<file path="src/rtl/div_tick_ctrl.sv">
// rtl/div_tick_ctrl.sv - programmable tick/toggle scheduler with 4-register config port
module div_tick_ctrl #(
    parameter int CNT_W   = 17,
    parameter int DEF_DIV = 9999
) (
    input  logic        clk_i,
    input  logic        rst_i,
    input  logic        cfg_we_i,
    input  logic [1:0]  cfg_addr_i,
    input  logic [31:0] cfg_wdata_i,
    output logic [31:0] cfg_rdata_o,
    output logic        tick_o,
    output logic        toggle_o,
    output logic        busy_o,
    output logic        irq_o
);

    typedef enum logic [1:0] {
        S_IDLE = 2'd0,
        S_RUN  = 2'd1,
        S_DONE = 2'd2
    } state_t;

    localparam logic [CNT_W-1:0] DEF_DIV_L = CNT_W'(DEF_DIV);

    state_t           state_q, state_d;
    logic             en_q, en_d;
    logic             mode_q, mode_d;
    logic             irq_en_q, irq_en_d;
    logic [CNT_W-1:0] div_sh_q, div_sh_d;
    logic [CNT_W-1:0] div_act_q, div_act_d;
    logic [CNT_W-1:0] cnt_q, cnt_d;
    logic             done_q, done_d;
    logic             tick_q, tick_d;
    logic             toggle_q, toggle_d;
    logic             irq_q, irq_d;
    logic [31:0]      rdata_q, rdata_d;

    logic wr_ctrl, wr_div, wr_stat, dis_wr;

    always_comb begin
        state_d   = state_q;
        en_d      = en_q;
        mode_d    = mode_q;
        irq_en_d  = irq_en_q;
        div_sh_d  = div_sh_q;
        div_act_d = div_act_q;
        cnt_d     = cnt_q;
        done_d    = done_q;
        tick_d    = 1'b0;
        toggle_d  = toggle_q;
        rdata_d   = 32'd0;

        wr_ctrl = cfg_we_i && (cfg_addr_i == 2'd0);
        wr_div  = cfg_we_i && (cfg_addr_i == 2'd1);
        wr_stat = cfg_we_i && (cfg_addr_i == 2'd2);
        // A CTRL write clearing en acts in the same cycle it is presented
        dis_wr  = wr_ctrl && !cfg_wdata_i[0];

        if (wr_ctrl) begin
            en_d     = cfg_wdata_i[0];
            mode_d   = cfg_wdata_i[1];
            irq_en_d = cfg_wdata_i[2];
        end
        if (wr_div) begin
            div_sh_d = cfg_wdata_i[CNT_W-1:0];
        end

        case (state_q)
            S_IDLE: begin
                cnt_d = '0;
                if (en_q && !dis_wr) begin
                    state_d   = S_RUN;
                    div_act_d = div_sh_q;
                end
            end
            S_RUN: begin
                if (dis_wr) begin
                    state_d  = S_IDLE;
                    cnt_d    = '0;
                    toggle_d = 1'b0;
                end else if (cnt_q == div_act_q) begin
                    tick_d    = 1'b1;
                    cnt_d     = '0;
                    toggle_d  = ~toggle_q;
                    div_act_d = div_sh_q;
                    if (mode_q) begin
                        state_d = S_DONE;
                        en_d    = 1'b0;
                    end
                end else begin
                    cnt_d = cnt_q + 1'b1;
                end
            end
            S_DONE: begin
                state_d = S_IDLE;
                cnt_d   = '0;
            end
            default: begin
                state_d = S_IDLE;
                cnt_d   = '0;
            end
        endcase

        // Completion beats a simultaneous write-1-to-clear
        if (wr_stat && cfg_wdata_i[1]) begin
            done_d = 1'b0;
        end
        if (state_q == S_DONE) begin
            done_d = 1'b1;
        end
        irq_d = done_d & irq_en_d;

        case (cfg_addr_i)
            2'd0: rdata_d = {29'd0, irq_en_q, mode_q, en_q};
            2'd1: rdata_d = 32'(div_sh_q);
            2'd2: rdata_d = {30'd0, done_q, (state_q == S_RUN)};
            2'd3: rdata_d = 32'(cnt_q);
            default: rdata_d = 32'd0;
        endcase
    end

    always_ff @(posedge clk_i) begin
        if (rst_i) begin
            state_q   <= S_IDLE;
            en_q      <= 1'b0;
            mode_q    <= 1'b0;
            irq_en_q  <= 1'b0;
            div_sh_q  <= DEF_DIV_L;
            div_act_q <= DEF_DIV_L;
            cnt_q     <= '0;
            done_q    <= 1'b0;
            tick_q    <= 1'b0;
            toggle_q  <= 1'b0;
            irq_q     <= 1'b0;
            rdata_q   <= 32'd0;
        end else begin
            state_q   <= state_d;
            en_q      <= en_d;
            mode_q    <= mode_d;
            irq_en_q  <= irq_en_d;
            div_sh_q  <= div_sh_d;
            div_act_q <= div_act_d;
            cnt_q     <= cnt_d;
            done_q    <= done_d;
            tick_q    <= tick_d;
            toggle_q  <= toggle_d;
            irq_q     <= irq_d;
            rdata_q   <= rdata_d;
        end
    end

    assign cfg_rdata_o = rdata_q;
    assign tick_o      = tick_q;
    assign toggle_o    = toggle_q;
    assign busy_o      = (state_q == S_RUN);
    assign irq_o       = irq_q;

endmodule
</file>
<file path="config.mk">
export PLATFORM = sky130hd
export DESIGN_NAME = div_tick_ctrl
export DESIGN_NICKNAME = d
export VERILOG_FILES = /design/src/rtl/div_tick_ctrl.sv
export SDC_FILE = /design/constraint.sdc
export NUM_CORES = 1
export LEC_CHECK = 0
export ABC_AREA = 1
export CORE_AREA = 5 5 69 117
export DETAILED_ROUTE_END_ITERATION = 16
export DIE_AREA = 0 0 74 122
export HOLD_SLACK_MARGIN = 0.08
export PLACE_DENSITY_LB_ADDON = 0.2
export SYNTH_ARGS = -nofsm -noshare
export SYNTH_HDL_FRONTEND = slang
export SYNTH_SLANG_ARGS = --single-unit
export TNS_END_PERCENT = 1
</file>
<file path="constraint.sdc">
create_clock -name clk_i -period 2.3 [get_ports clk_i]
set_clock_uncertainty 0.15 [all_clocks]
set_input_delay 0.345 -clock clk_i [delete_from_list [all_inputs] [get_ports clk_i]]
set_output_delay 0.345 -clock clk_i [all_outputs]
set_load 0.02 [all_outputs]
</file>
==> results of run 1 <==
final cells by class:
cell class              count  share of cell area
clock inverters             1             0.00721
flip-flops and latches     77               0.370
multi-input cells         312               0.365
well taps                  86              0.0258
inverters                  51              0.0460
repair buffers             54               0.123
clock buffers              14              0.0634
metal layers:
layer	vias to the layer above	global-route usage	wire length, um
met2	54	0.335	4420
met5	-	0	0
li1	1500	-	-
met4	0	0.0828	178
met3	16	0.0396	261
met1	1357	0.208	3040
layout by cell type (no fill, tap or decap), types with 3 or more instances in the layout:
cell	synthesis	routed
clkbuf_16	0	9
nor3_2	3	3
nand3_1	34	34
nand2_1	116	116
clkbuf_1	7	3
inv_2	8	8
nor3_1	7	7
buf_4	16	12
xnor2_1	8	8
a21oi_1	30	30
dfxtp_1	77	77
nor4_1	5	5
nor2_1	49	49
xor2_1	9	9
nor2_4	4	4
conb_1	1	15
o21ai_0	13	13
clkdlybuf4s50_1	0	42
inv_1	42	42
critical path, cell delays in order (launching register included):
cell	delay, ps
dfxtp_1	350
inv_1	80
nor2_2	200
clkdlybuf4s50_1	650
kinds of logic after synthesis:
| group | count (synthesis) |
|---|---|
| flip-flops | 77 |
| XOR/XNOR | 17 |
| buffers and inverters | 79 |
| AND/OR/NAND/NOR | 227 |
| AO/OA/AOI/OAI | 52 |
| other | 1 |
| adder cells (fa/ha/maj) | 1 |
where the power goes:
group          switching, mW  internal (mW)  total (mW)
Combinational          0.166          0.112       0.279
Sequential            0.0267           1.38        1.41
Clock                  0.487          0.894        1.38
metrics by stage:
stage / power (mW) / setup WS, ps
after global placement: 1.71 / 98.1
after floorplan: 1.63 / 563
after CTS: 3.09 / 197
final: 3.07 / 190
after global routing: 3.19 / 129
after detailed placement: 1.71 / 15.3
state kept, by name (all words and copies together) (netlist names):
signal and count:
cfg_rdata_o 17, cnt_q 17, div_act_q 17, div_sh_q 17, state_q 2, done_q 1
en_q 1, irq_en_q 1, irq_o 1, mode_q 1, tick_o 1, toggle_o 1
worst min path at each step:
stage / slack [ps] / depth (start not counted) / end / start
floorplan: 270 / 1 / irq_o / rst_i
global placement: 300 / 2 / cfg_rdata_o[5] / div_sh_q[5]
detailed placement: 310 / 2 / cfg_rdata_o[6] / div_sh_q[6]
CTS: 310 / 2 / cfg_rdata_o[6] / div_sh_q[6]
global route: 330 / 2 / cfg_rdata_o[5] / div_sh_q[5]
finish: 310 / 2 / cfg_rdata_o[6] / div_sh_q[6]
==> metrics.txt, run 1 <==
# TYPE chip_impl_metric gauge
chip_impl_info{name="clock_tree_from_tritoncts",value="built"} 1
chip_impl_metric{name="postCtsHoldBufs",unit=""} 0
chip_impl_metric{name="seq_cells_post_synth",unit=""} 77
chip_impl_metric{name="cts_htree_levels",unit=""} 3
chip_impl_metric{name="fin_crit",unit="ps"} 2110
chip_impl_metric{name="synth_edf_count",unit=""} 0
chip_impl_metric{name="ys_async_sr_fraction",unit=""} 0
chip_impl_metric{name="setup-violations-final",unit=""} 0
chip_impl_metric{name="netlist_area",unit="um2"} 3380
chip_impl_metric{name="drt_pass1_iterations",unit=""} 4
chip_impl_metric{name="grt_antenna_before_repair",unit=""} 0
chip_impl_metric{name="layout.core_utilization",unit=""} 0.584
chip_impl_metric{name="cts-root-to-sink-buffers",unit=""} 2
chip_impl_metric{name="vias",unit=""} 2927
chip_impl_metric{name="fillers",unit=""} 672
chip_impl_metric{name="core_area",unit="um2"} 7130
chip_impl_metric{name="ioPinCount",unit=""} 73
chip_impl_metric{name="muxShareOfSynthArea",unit=""} 0
chip_impl_metric{name="track_usage",unit=""} 0.188
chip_impl_metric{name="report.final.slew_viol_count",unit=""} 0
chip_impl_metric{name="worst_setup_hold_path_clk_slew",unit="ps"} 60
chip_impl_metric{name="ys_warn_count",unit=""} 0
chip_impl_metric{name="finalHoldWorstSlack",unit="ps"} 311
chip_impl_metric{name="seq_area_frac_synth",unit=""} 0.456
chip_impl_metric{name="yosys.area_share.adder",unit=""} 0.00370
chip_impl_metric{name="setup_total_negative_slack",unit="ps"} 0
chip_impl_info{name="clock_tree.root_cell",value="clkbuf_16"} 1
chip_impl_info{name="critPathCaptureType",value="primary output"} 1
chip_impl_info{name="post_synth_main_area_contributors",value="dfxtp_1, nand2_1, nor2_1, nand3_1, inv_1"} 1
chip_impl_metric{name="post-cts-setup-buffer-count",unit=""} 0
chip_impl_metric{name="worst_ep_required_time",unit="ps"} 1800
chip_impl_info{name="worst_setup_path_endpoint",value="busy_o"} 1
chip_impl_metric{name="ys_types",unit=""} 35
chip_impl_metric{name="yosys.area.top_type_share",unit=""} 0.456
chip_impl_metric{name="r2r.worst_path.cells",unit=""} 9
chip_impl_metric{name="initial_detailed_routing_violation_count",unit=""} 179
chip_impl_info{name="crit_type",value="reg -> out"} 1
chip_impl_metric{name="ctsResizeCount",unit=""} 0
chip_impl_metric{name="grt-ovfl-total",unit=""} 0
chip_impl_metric{name="number_of_placement_rows",unit=""} 41
chip_impl_info{name="outcome",value="finished clean"} 1
chip_impl_metric{name="fraction_of_the_mapped_netlist_area_in_compound_gates",unit=""} 0.0837
chip_impl_info{name="synthTopCellsByCount",value="nand2_1, dfxtp_1, nor2_1"} 1
chip_impl_metric{name="diodes",unit=""} 0
chip_impl_metric{name="dpl_cell_area",unit="um2"} 3870
chip_impl_metric{name="slew-limit-headroom",unit=""} 0.481
chip_impl_metric{name="clock_buffers_created_by_tritoncts",unit=""} 9
chip_impl_metric{name="post_synthesis_xor_xnor_area_fraction",unit=""} 0.0441
chip_impl_metric{name="start_util",unit=""} 0.474
chip_impl_metric{name="drv_cap",unit=""} 0
chip_impl_metric{name="cp_data_arrival_time",unit="ps"} 1610
chip_impl_metric{name="layout_worst_path_cycle_share",unit=""} 0.917
chip_impl_metric{name="layout.cells.non_filler",unit=""} 595
chip_impl_metric{name="grt_pass1_wl",unit="mm"} 12.9
chip_impl_metric{name="worst-r2r-setup-slack",unit="ps"} 330
chip_impl_metric{name="final_cell_area",unit="um2"} 4160
chip_impl_metric{name="max-vdd-ir-drop",unit="mV"} 0.596
chip_impl_info{name="synth_most_common_cell",value="nand2_1"} 1
chip_impl_metric{name="number_of_nets_in_the_layout",unit=""} 543
chip_impl_metric{name="max_slew.worst_pin.slew",unit="ps"} 778
chip_impl_metric{name="multi_input_logic_area",unit="um2"} 1520
chip_impl_info{name="rsz0062_at_grt",value="false"} 1
chip_impl_metric{name="flow.area_growth_from_synthesis",unit="%"} 23.2
chip_impl_metric{name="route.detailed.drc",unit=""} 0
chip_impl_metric{name="routabilityCongestion",unit=""} 0.874
chip_impl_metric{name="routedWlPerCell",unit="um"} 13.3
chip_impl_metric{name="post_route_cells_drive_above_1_share",unit=""} 0.0923
chip_impl_metric{name="fp.dieH",unit="um"} 122
chip_impl_metric{name="hold_viol",unit=""} 0
chip_impl_info{name="timing.critical_path.from_type",value="flip-flop"} 1
chip_impl_info{name="r2r-start",value="cnt_q[11]"} 1
chip_impl_metric{name="cellPowerDensity",unit="nW/um2"} 737
chip_impl_metric{name="detail_route.vias_per_cell",unit=""} 4.92
chip_impl_metric{name="total_leakage_power",unit="nW"} 1.70
chip_impl_metric{name="dieArea",unit="um2"} 9030
chip_impl_metric{name="synthSimpleGateAreaFrac",unit=""} 0.301
chip_impl_metric{name="clock_latency",unit="ps"} 330
chip_impl_info{name="dominantRegCellSynth",value="dfxtp_1"} 1
chip_impl_metric{name="clock_sinks",unit=""} 77
chip_impl_metric{name="io_buffer_count",unit=""} 42
chip_impl_metric{name="die_x",unit="um"} 74
chip_impl_info{name="reg2reg_to",value="cnt_q[4]"} 1
chip_impl_info{name="hold_class",value="reg -> reg"} 1
chip_impl_metric{name="crit_path_max_fanout",unit=""} 5
chip_impl_metric{name="drt-total-wl",unit="mm"} 7.91
chip_impl_info{name="synth_top_cell_by_area",value="dfxtp_1"} 1
chip_impl_info{name="synth_top_family_by_area",value="simple AND/OR/NAND/NOR gates"} 1
chip_impl_metric{name="syn_area_per_cell",unit="um2"} 7.44
chip_impl_metric{name="detailed_placer_s_ending_hpwl",unit="mm"} 5.88
chip_impl_metric{name="achievable-frequency",unit="MHz"} 474
chip_impl_metric{name="synthCells",unit=""} 454
chip_impl_info{name="startpoint",value="state_q[0]"} 1
chip_impl_metric{name="seq_area",unit="um2"} 1540
chip_impl_metric{name="placed_cells_incl_taps",unit=""} 580
chip_impl_metric{name="grt_max_degree",unit=""} 27
chip_impl_metric{name="ant_nets",unit=""} 0
chip_impl_metric{name="number_of_global_route_vias_before_repair",unit=""} 2833
No activity file was read; power rests on OpenSTA's default activity.
==> run 2, diff against run 1 <==
--- a/config.mk
+++ b/config.mk
@@ -6,6 +6,7 @@
 export NUM_CORES = 1
 export LEC_CHECK = 0
 export ABC_AREA = 1
+export ABC_CLOCK_PERIOD_IN_PS = 2300
 export CORE_AREA = 5 5 69 117
 export DETAILED_ROUTE_END_ITERATION = 16
 export DIE_AREA = 0 0 74 122
==> results of run 2 <==
Same layout as run 1: the final DEF is identical, and so are final timing and power.
